==> config.mk <==
export PLATFORM = sky130hd
export DESIGN_NAME = reduce_result_tap
export DESIGN_NICKNAME = d
export VERILOG_FILES = /design/src/rtl/reduce_tap_pkg.sv /design/src/rtl/tap_fifo.sv /design/src/rtl/reduce_result_tap.sv
export SDC_FILE = /design/constraint.sdc
export NUM_CORES = 1
export LEC_CHECK = 0
export BUFFER_PORTS_ARGS = -buffer_cell sky130_fd_sc_hd__buf_2
export CORE_ASPECT_RATIO = 1.25
export CORE_MARGIN = 2
export CORE_UTILIZATION = 45
export CTS_CLUSTER_DIAMETER = 30
export CTS_CLUSTER_SIZE = 12
export DETAILED_ROUTE_END_ITERATION = 6
export PLACE_DENSITY = 0.86
export SLEW_MARGIN = 20
export SYNTH_ARGS = -nofsm -noshare
export SYNTH_HDL_FRONTEND = slang
export SYNTH_SLANG_ARGS = --single-unit
export TNS_END_PERCENT = 5
==> constraint.sdc <==
create_clock -name system1000 -period 4.2 [get_ports system1000]
set_input_delay 0.42 -clock system1000 [delete_from_list [all_inputs] [get_ports system1000]]
set_output_delay 0.42 -clock system1000 [all_outputs]
set_load 0.02 [all_outputs]
==> src/rtl/reduce_tap_pkg.sv <==
// Shared types and constants for the reducer result tap and the reducer core.
package reduce_tap_pkg;

    typedef enum logic [1:0] {
        ST_RUN    = 2'd0,
        ST_DRAIN  = 2'd1,
        ST_HALTED = 2'd2
    } tap_state_e;

    localparam int CORE_WORD_W   = 130;
    localparam int CORE_DONE_BIT = 129;

    function automatic int clog2(input int n);
        int r;
        r = 0;
        for (int i = 0; i < 31; i++) begin
            if ((1 << i) < n) r = i + 1;
        end
        return r;
    endfunction

endpackage

==> src/rtl/tap_fifo.sv <==
// Registered synchronous FIFO; a push is visible on dat_o one cycle later, no fall-through.
// A push while full is accepted only if a pop happens in the same cycle.
module tap_fifo
    import reduce_tap_pkg::*;
#(
    parameter int WIDTH = 1,
    parameter int DEPTH = 4
) (
    input  logic                    clk_i,
    input  logic                    rst_i,
    input  logic                    push_i,
    input  logic [WIDTH-1:0]        push_dat_i,
    input  logic                    pop_i,
    output logic [WIDTH-1:0]        dat_o,
    output logic                    full_o,
    output logic                    empty_o,
    output logic [clog2(DEPTH):0]   count_o
);

    localparam int AW = clog2(DEPTH);
    localparam int CW = AW + 1;

    logic [WIDTH-1:0] mem_q [DEPTH];
    logic [AW-1:0]    wr_ptr_q, wr_ptr_d;
    logic [AW-1:0]    rd_ptr_q, rd_ptr_d;
    logic [CW-1:0]    cnt_q, cnt_d;
    logic             do_push, do_pop;

    assign empty_o = (cnt_q == '0);
    assign full_o  = (cnt_q == CW'(DEPTH));
    assign count_o = cnt_q;
    assign do_pop  = pop_i && !empty_o;
    assign do_push = push_i && (!full_o || do_pop);

    // Head is forced to zero when empty so the idle output is clean after reset.
    assign dat_o = empty_o ? '0 : mem_q[rd_ptr_q];

    always_comb begin
        wr_ptr_d = wr_ptr_q;
        rd_ptr_d = rd_ptr_q;
        cnt_d    = cnt_q;
        if (do_push) wr_ptr_d = wr_ptr_q + AW'(1);
        if (do_pop)  rd_ptr_d = rd_ptr_q + AW'(1);
        case ({do_push, do_pop})
            2'b10:   cnt_d = cnt_q + CW'(1);
            2'b01:   cnt_d = cnt_q - CW'(1);
            default: cnt_d = cnt_q;
        endcase
    end

    always_ff @(posedge clk_i) begin
        if (rst_i) begin
            wr_ptr_q <= '0;
            rd_ptr_q <= '0;
            cnt_q    <= '0;
        end else begin
            wr_ptr_q <= wr_ptr_d;
            rd_ptr_q <= rd_ptr_d;
            cnt_q    <= cnt_d;
        end
    end

    always_ff @(posedge clk_i) begin
        if (do_push) mem_q[wr_ptr_q] <= push_dat_i;
    end

endmodule

==> src/rtl/reduce_result_tap.sv <==
// Taps a field of the reducer state word into a small FIFO, stops at the done flag,
// drains, halts, and reports the run length in cycles.
module reduce_result_tap
    import reduce_tap_pkg::*;
#(
    parameter int WORD_W    = CORE_WORD_W,
    parameter int FIELD_LO  = 0,
    parameter int FIELD_W   = 1,
    parameter int DONE_BIT  = CORE_DONE_BIT,
    parameter int DEPTH     = 4,
    parameter int CNT_W     = 32,
    parameter int ON_CHANGE = 0
) (
    input  logic               system1000,
    input  logic               system1000_rst,
    input  logic [WORD_W-1:0]  core_word,
    input  logic               core_valid,
    output logic [FIELD_W-1:0] out_data,
    output logic               out_valid,
    input  logic               out_ready,
    output logic               overflow,
    output logic               halted,
    output logic [CNT_W-1:0]   cycles
);

    localparam int AW = clog2(DEPTH);

    tap_state_e       state_q, state_d;
    logic [CNT_W-1:0] cnt_q, cnt_d;
    logic [FIELD_W-1:0] last_q, last_d;
    logic             last_vld_q, last_vld_d;
    logic             ovf_q, ovf_d;

    logic [FIELD_W-1:0] field;
    logic             in_run, capture, done_hit, pop;
    logic             fifo_full, fifo_empty;
    logic [AW:0]      fifo_count;
    logic [FIELD_W-1:0] fifo_dat;
    logic             unused_word_bits;

    // Only the field and the done flag matter; the rest of the word is ignored.
    assign unused_word_bits = ^core_word;

    assign field    = core_word[FIELD_LO +: FIELD_W];
    assign in_run   = (state_q == ST_RUN);
    assign capture  = in_run && core_valid &&
                      ((ON_CHANGE == 0) || !last_vld_q || (field != last_q));
    assign done_hit = in_run && core_valid && core_word[DONE_BIT];
    assign pop      = out_valid && out_ready;

    tap_fifo #(
        .WIDTH (FIELD_W),
        .DEPTH (DEPTH)
    ) u_fifo (
        .clk_i      (system1000),
        .rst_i      (system1000_rst),
        .push_i     (capture),
        .push_dat_i (field),
        .pop_i      (pop),
        .dat_o      (fifo_dat),
        .full_o     (fifo_full),
        .empty_o    (fifo_empty),
        .count_o    (fifo_count)
    );

    // Filter history advances on every capture, even one the FIFO drops.
    always_comb begin
        last_d     = capture ? field : last_q;
        last_vld_d = last_vld_q || capture;
        ovf_d      = ovf_q || (capture && fifo_full && !pop);
        cnt_d      = (in_run && (cnt_q != '1)) ? cnt_q + CNT_W'(1) : cnt_q;
    end

    always_comb begin
        state_d = state_q;
        case (state_q)
            ST_RUN:    if (done_hit) state_d = ST_DRAIN;
            ST_DRAIN:  if ((fifo_count == '0) && !capture) state_d = ST_HALTED;
            ST_HALTED: state_d = ST_HALTED;
            default:   state_d = ST_RUN;
        endcase
    end

    always_comb begin
        out_valid = !fifo_empty && (state_q != ST_HALTED);
        out_data  = fifo_dat;
        halted    = (state_q == ST_HALTED);
        overflow  = ovf_q;
        cycles    = cnt_q;
    end

    always_ff @(posedge system1000) begin
        if (system1000_rst) begin
            state_q    <= ST_RUN;
            cnt_q      <= '0;
            last_q     <= '0;
            last_vld_q <= 1'b0;
            ovf_q      <= 1'b0;
        end else begin
            state_q    <= state_d;
            cnt_q      <= cnt_d;
            last_q     <= last_d;
            last_vld_q <= last_vld_d;
            ovf_q      <= ovf_d;
        end
    end

endmodule
Word-level counts from Yosys, hierarchy flattened
Memory sizes are Yosys's and may differ from the RTL's. A register that Yosys moved wholly into a read port is not among the register bits.
Index checks and enable logic that the tools add are counted.
- add/sub/neg operators: 5
- multiplexer cells: 9
- reductions and logical operators: 20
- equal/unequal tests: 9
- operator list (operator ; count):
    $add 32x1->32 const B ; 1
    $ne 32x32->1 const B ; 1
    $logic_and 1x1->1 ; 10
    $mux 2 ; 4
    $pmux 2 s3 ; 1
    $pmux 3 s2 ; 1
    $add 2x1->2 const B ; 2
    $eq 2x1->1 const B ; 2
    $eq 2x2->1 const B ; 2
    $logic_not 1->1 ; 4
    $ne 2x2->1 const B ; 2
    $add 3x1->3 const B ; 1
    $eq 3x3->1 const B ; 1
    $logic_not 3->1 ; 1
    $mux 1 ; 3
    $sub 3x1->3 const B ; 1
    $logic_not 2->1 ; 1
    $logic_or 1x1->1 ; 2
    $ne 2x1->1 const B ; 1
    $reduce_and 2->1 ; 1
    $reduce_bool 2->1 ; 1
- bits in registers: 42
- memory bits (writable): 4
- bits of input ports: 134
- memories kept: 1
- output and inout port bits: 36
- word-level logic and storage cells: 50
- memories (memory ; words ; width ; rd ports ; clocked after Yosys merged registers in ; wr ports ; RTL line ; text):
    u_fifo.mem_q ; 4 ; 1 ; 1 ; 1 ; 1 ; tap_fifo.sv:23 ; logic [WIDTH-1:0] mem_q [DEPTH];

Logic depth before layout (Yosys ltp)
- depth in word-level cells: 9
- mapped depth: 13
- mapped depth without buffers: 12

Hierarchy
From an unflattened synthesis, not the netlist that was laid out.
- cell total of the unflattened synthesis: 282
- area total of the unflattened synthesis: 2497.4 um^2
- by module, submodules not included (module ; sequential area each (um^2) ; instances ; cells each ; area an instance (um^2)):
    reduce_result_tap ; 700.7 ; 1 ; 222 ; 1851.8
    tap_fifo ; 300.3 ; 1 ; 60 ; 645.6

Worst setup path before layout
No wires, ideal clock.
- path kind: register to register
- start: reg state_q[0]
- end: reg u_fifo.cnt_q[2], in the netlist u_fifo.count_o[2]
- buffers on the path: 1
- required time: 4.130 ns
- stages on the path, launching flop included: 14
- path slack: 1.657 ns
- data arrival time: 2.472 ns
- period minus slack after synthesis: 2.543 ns
- path through: dfxtp_1 inv_1 ha_1 nand2b_1 nand4_1 and3_1 clkbuf_1 inv_1 ha_1 inv_1 fa_1 xor2_1 or3_1 a21oi_1
- longest elaborated chain between the ends: 8
- elaborated cells between the ends (all ways): 12
- those cells by class: eq/ne (3); mux (1); reduce/logical (8)
- RTL lines (element ; RTL line ; text):
    from (decl) ; reduce_result_tap.sv:28 ; tap_state_e state_q, state_d;
    from (signal assigned) ; reduce_result_tap.sv:100 ; state_q <= state_d;
    $ne 2x2->1 ; reduce_result_tap.sv:85 ; out_valid = !fifo_empty && (state_q != ST_HALTED);
    $logic_and 1x1->1 ; reduce_result_tap.sv:85 ;
    $logic_and 1x1->1 ; reduce_result_tap.sv:49 ; assign pop = out_valid && out_ready;
    $logic_and 1x1->1 ; tap_fifo.sv:32 ; assign do_pop = pop_i && !empty_o;
    $logic_or 1x1->1 ; tap_fifo.sv:33 ; assign do_push = push_i && (!full_o || do_pop);
    $logic_and 1x1->1 ; tap_fifo.sv:33 ;
    $eq 2x1->1 or $eq 2x2->1 (tied branches) ; tap_fifo.sv:44 ; case ({do_push, do_pop})
    $pmux 3 s2 or $reduce_bool 2->1 (tied branches) ; - ;
    to (signal assigned) ; tap_fifo.sv:59 ; cnt_q <= cnt_d;
    to (decl) ; tap_fifo.sv:26 ; logic [CW-1:0] cnt_q, cnt_d;
Several ways; a longest one is shown, not always the timed one.
A chain may end at the register's enable or synchronous reset.

Final worst setup path
- start: reg state_q[0]
- end: reg cnt_q[21], in the netlist cycles[21]
- longest elaborated chain between the ends: 2
- RTL lines (element ; RTL line ; text):
    $logic_not 2->1 ; reduce_result_tap.sv:45 ; assign in_run = (state_q == ST_RUN);
    $logic_and 1x1->1 ; reduce_result_tap.sv:71 ; cnt_d = (in_run && (cnt_q != '1)) ? cnt_q + CNT_W'(1) : cnt_q;
    to (signal assigned) ; reduce_result_tap.sv:101 ; cnt_q <= cnt_d;
    to (decl) ; reduce_result_tap.sv:29 ; logic [CNT_W-1:0] cnt_q, cnt_d;
Every way passes these cells.

==> results_dict.tcl <==
set metrics [dict create \
    outcome "finished clean" \
    dp_cells 373 \
    clock_skew_ns 0.00339 \
    hold_viol 0 \
    syn_inst 278 \
    hold_class "in2reg" \
    setup_viol 0 \
    ir_drop_mv 0.317 \
    std_cell_rows 30 \
    worst_pin_slew_ns 1.06 \
    grt-ovfl-total 0 \
    ys_seq_area_share_pct 40.2 \
    drc 0 \
    grt_usage_pct 18.4 \
    fin_crit_sh_pct 63.5 \
    ant_nets 0 \
    cp-end-kind "flop" \
    syn_avg_cell_area_um2 8.96 \
    crit_fanout 12 \
    p_leak_nw 1.09 \
    synth-seq-cells 48 \
    post_cts_buffers 0 \
    ys_types 46 \
    die_x_um 70.6 \
    cts_tree "done" \
    cts_hold_buf 0 \
    syn_area_mm2 0.00249 \
    grt_max_degree 48 \
    period_minus_slack_ns 2.67 \
    clk_path_buf_depth 2 \
    cts_buffers 5 \
    path_clk_slew_ns 0.09 \
    reg2regPathDepth 8 \
    first_iter_violations 116 \
    start_util_pct 46.1 \
    path_class "reg2reg" \
    clock_sinks 48 \
    slew_headroom_pct 28.8 \
    fmax_mhz 375 \
    cts_max_level 2 \
    drive_gt1_share_pct 18.6 \
    die_y_um 87.2 \
    numPortBuffers 41 \
    clk_latency_ns 0.30 \
    cp_data_arrival_time_ns 2.90 \
    vias 2219 \
    drt-pass1-iter-count 4 \
    ctsRootBufferMaster "clkbuf_8" \
    grt_pass1_vias 2052 \
    layout.cells.non_filler 381 \
    slew_violations 0 \
    synthesis.nets 423 \
    gp_congestion 0.845 \
    synth_edf_count 4 \
    worstPathRequired_ns 4.43 \
    io_pins 170 \
    wl_per_cell_um 14.6 \
    pwr_density_cell_mw_per_mm2 471 \
    maxCapViolations 0 \
    cp-start-kind "flop" \
    routed_via_density 5.82 \
    yosysWarnings 0 \
    grt_first_pass_wirelength_um 9250 \
    cts_resized 0 \
    hold_depth 1 \
    nets 461 \
    ys.flop_type "dfxtp_1" \
    dieArea_mm2 0.00615 \
    drt-total-wl_um 5570 \
    hpwlAfterDp_um 4060 \
    coreArea_mm2 0.00541 \
    antenna_found_initial 0 \
    fin_setup_tns_ns 0 \
    diodes 0 \
    post-route-util_pct 53.4 \
    syn_to_final_growth_pct 15.8 \
    rsz0062_at_grt "false" \
    async_flop_share_pct 0 \
]
-- synthesized netlist by cell type (all sizes together) (3+ instances only) --
library cell	count	area share (%)
xnor2	6	2.1
nor4	5	1.9
or2	3	0.75
xor2	5	1.8
and3	5	1.3
mux2i	5	2.0
dfxtp	44	35
and4	4	1.4
mux2	4	1.8
nand4	13	3.3
clkbuf	5	0.75
and2	5	1.3
nand3	12	3.0
o31ai	13	3.9
ha	10	5.0
nor3	4	0.80
o21ai	9	1.8
or4	12	3.6
nor2	28	4.2
buf	6	1.6
nand2	14	2.1
nor2b	5	1.3
a21oi	22	4.4
or3	9	2.3
inv	12	1.8
edfxtp	4	4.8
-- through the flow --
| step | total power, mW | cell area (um^2) | hold slack [ns] | setup slack, ns |
|---|---|---|---|---|
| 2_1_floorplan | 0.828 | 2490 | 0.471 | 1.66 |
| 5_1_grt | 1.44 | 2890 | 0.330 | 1.34 |
| 3_5_place_dp | 0.911 | 2730 | 0.497 | 1.62 |
| 3_3_place_gp | 0.890 | 2730 | 0.448 | 1.67 |
| 6_report | 1.36 | 2890 | 0.340 | 1.53 |
| 4_1_cts | 1.36 | 2890 | 0.334 | 1.59 |
-- kinds of logic (layout without fill, tap and decap cells) --
logic type               Yosys count  in the layout  synth area share (%)
AO/OA/AOI/OAI                     51             51                  12.7
XOR/XNOR                          11             11                  3.87
adder cells (fa/ha/maj)           11             11                  5.83
buffers and inverters             23             62                  4.12
flip-flops                        48             48                  40.2
multiplexers                      10             10                  4.72
AND/OR/NAND/NOR                  124            124                  28.6
-- cell type report --
cell class                 count  area, um^2
multi-input combinational    207        1390
timing repair buffer          42         213
clock buffer                   5        68.8
sequential                    48        1000
tap                           64        80.1
fill                         492        2520
inverter                      12        45.0
clock inverter                 3        90.1
-- state kept, by name (all words and copies together), names as in the netlist, named ones only --
| signal | count |
|---|---|
| cycles | 32 |
| u_fifo.mem_q | 4 |
| u_fifo.count_o | 3 |
| state_q | 2 |
| u_fifo.rd_ptr_q | 2 |
| u_fifo.wr_ptr_q | 2 |
| overflow | 1 |
-- final timing paths --
path                                                startpoint                             end  slack (ns)
worst max-delay path                   state_q[0]$_SDFFE_PP0P_         cycles[21]$_SDFFE_PP0P_        1.53
worst min register to register  u_fifo.count_o[2]$_SDFFE_PP0P_  u_fifo.count_o[2]$_SDFFE_PP0P_        0.51
worst max register to register         state_q[0]$_SDFFE_PP0P_         cycles[21]$_SDFFE_PP0P_        1.53
worst min-delay path                              core_word[0]       u_fifo.mem_q[1]$_DFFE_PP_        0.34
-- worst max-delay path: stages (launching register included) --
cell and delay, ns:
dfxtp_1 0.34, inv_1 0.10, ha_1 0.47, nand4_1 0.18, nor4_1 0.43, o31ai_1 0.29, buf_4 0.24, or4_1 0.40
a21oi_1 0.14
-- placed cells by master, fill, tap and decap left out, types with 4 or more instances in the layout --
cell type	Yosys	layout
inv_1	12	12
o31ai_1	13	13
xor2_1	5	5
a21oi_1	22	22
and2_1	5	5
xnor2_1	6	6
and4_1	4	4
o21ai_0	6	6
or3_1	9	9
nor2b_1	5	5
nand3_1	9	9
clkbuf_8	0	5
nor4_1	4	4
mux2i_1	5	5
dfxtp_1	44	44
nand2_1	14	14
nor2_1	28	28
ha_1	10	10
and3_1	5	5
edfxtp_1	4	4
or4_1	12	12
nand4_1	13	13
buf_2	1	41
nor3_1	4	4
-- layer usage --
layer  vias to the layer above  global-route usage [%]  part of all wire (%)
met1                      1053                    22.0                    43
met5                         -                       0                     0
li1                       1097                       -                     -
met3                         6                    5.44                   5.7
met2                        63                    31.8                    50
met4                         0                    5.83                  0.92
-- report_power, final --
group	internal, mW	switching [mW]	total [mW]
combinational	0.139	0.203	0.341
sequential	0.514	0.0449	0.559
clock	0.298	0.160	0.458
Power figures use the tool's default switching activity.
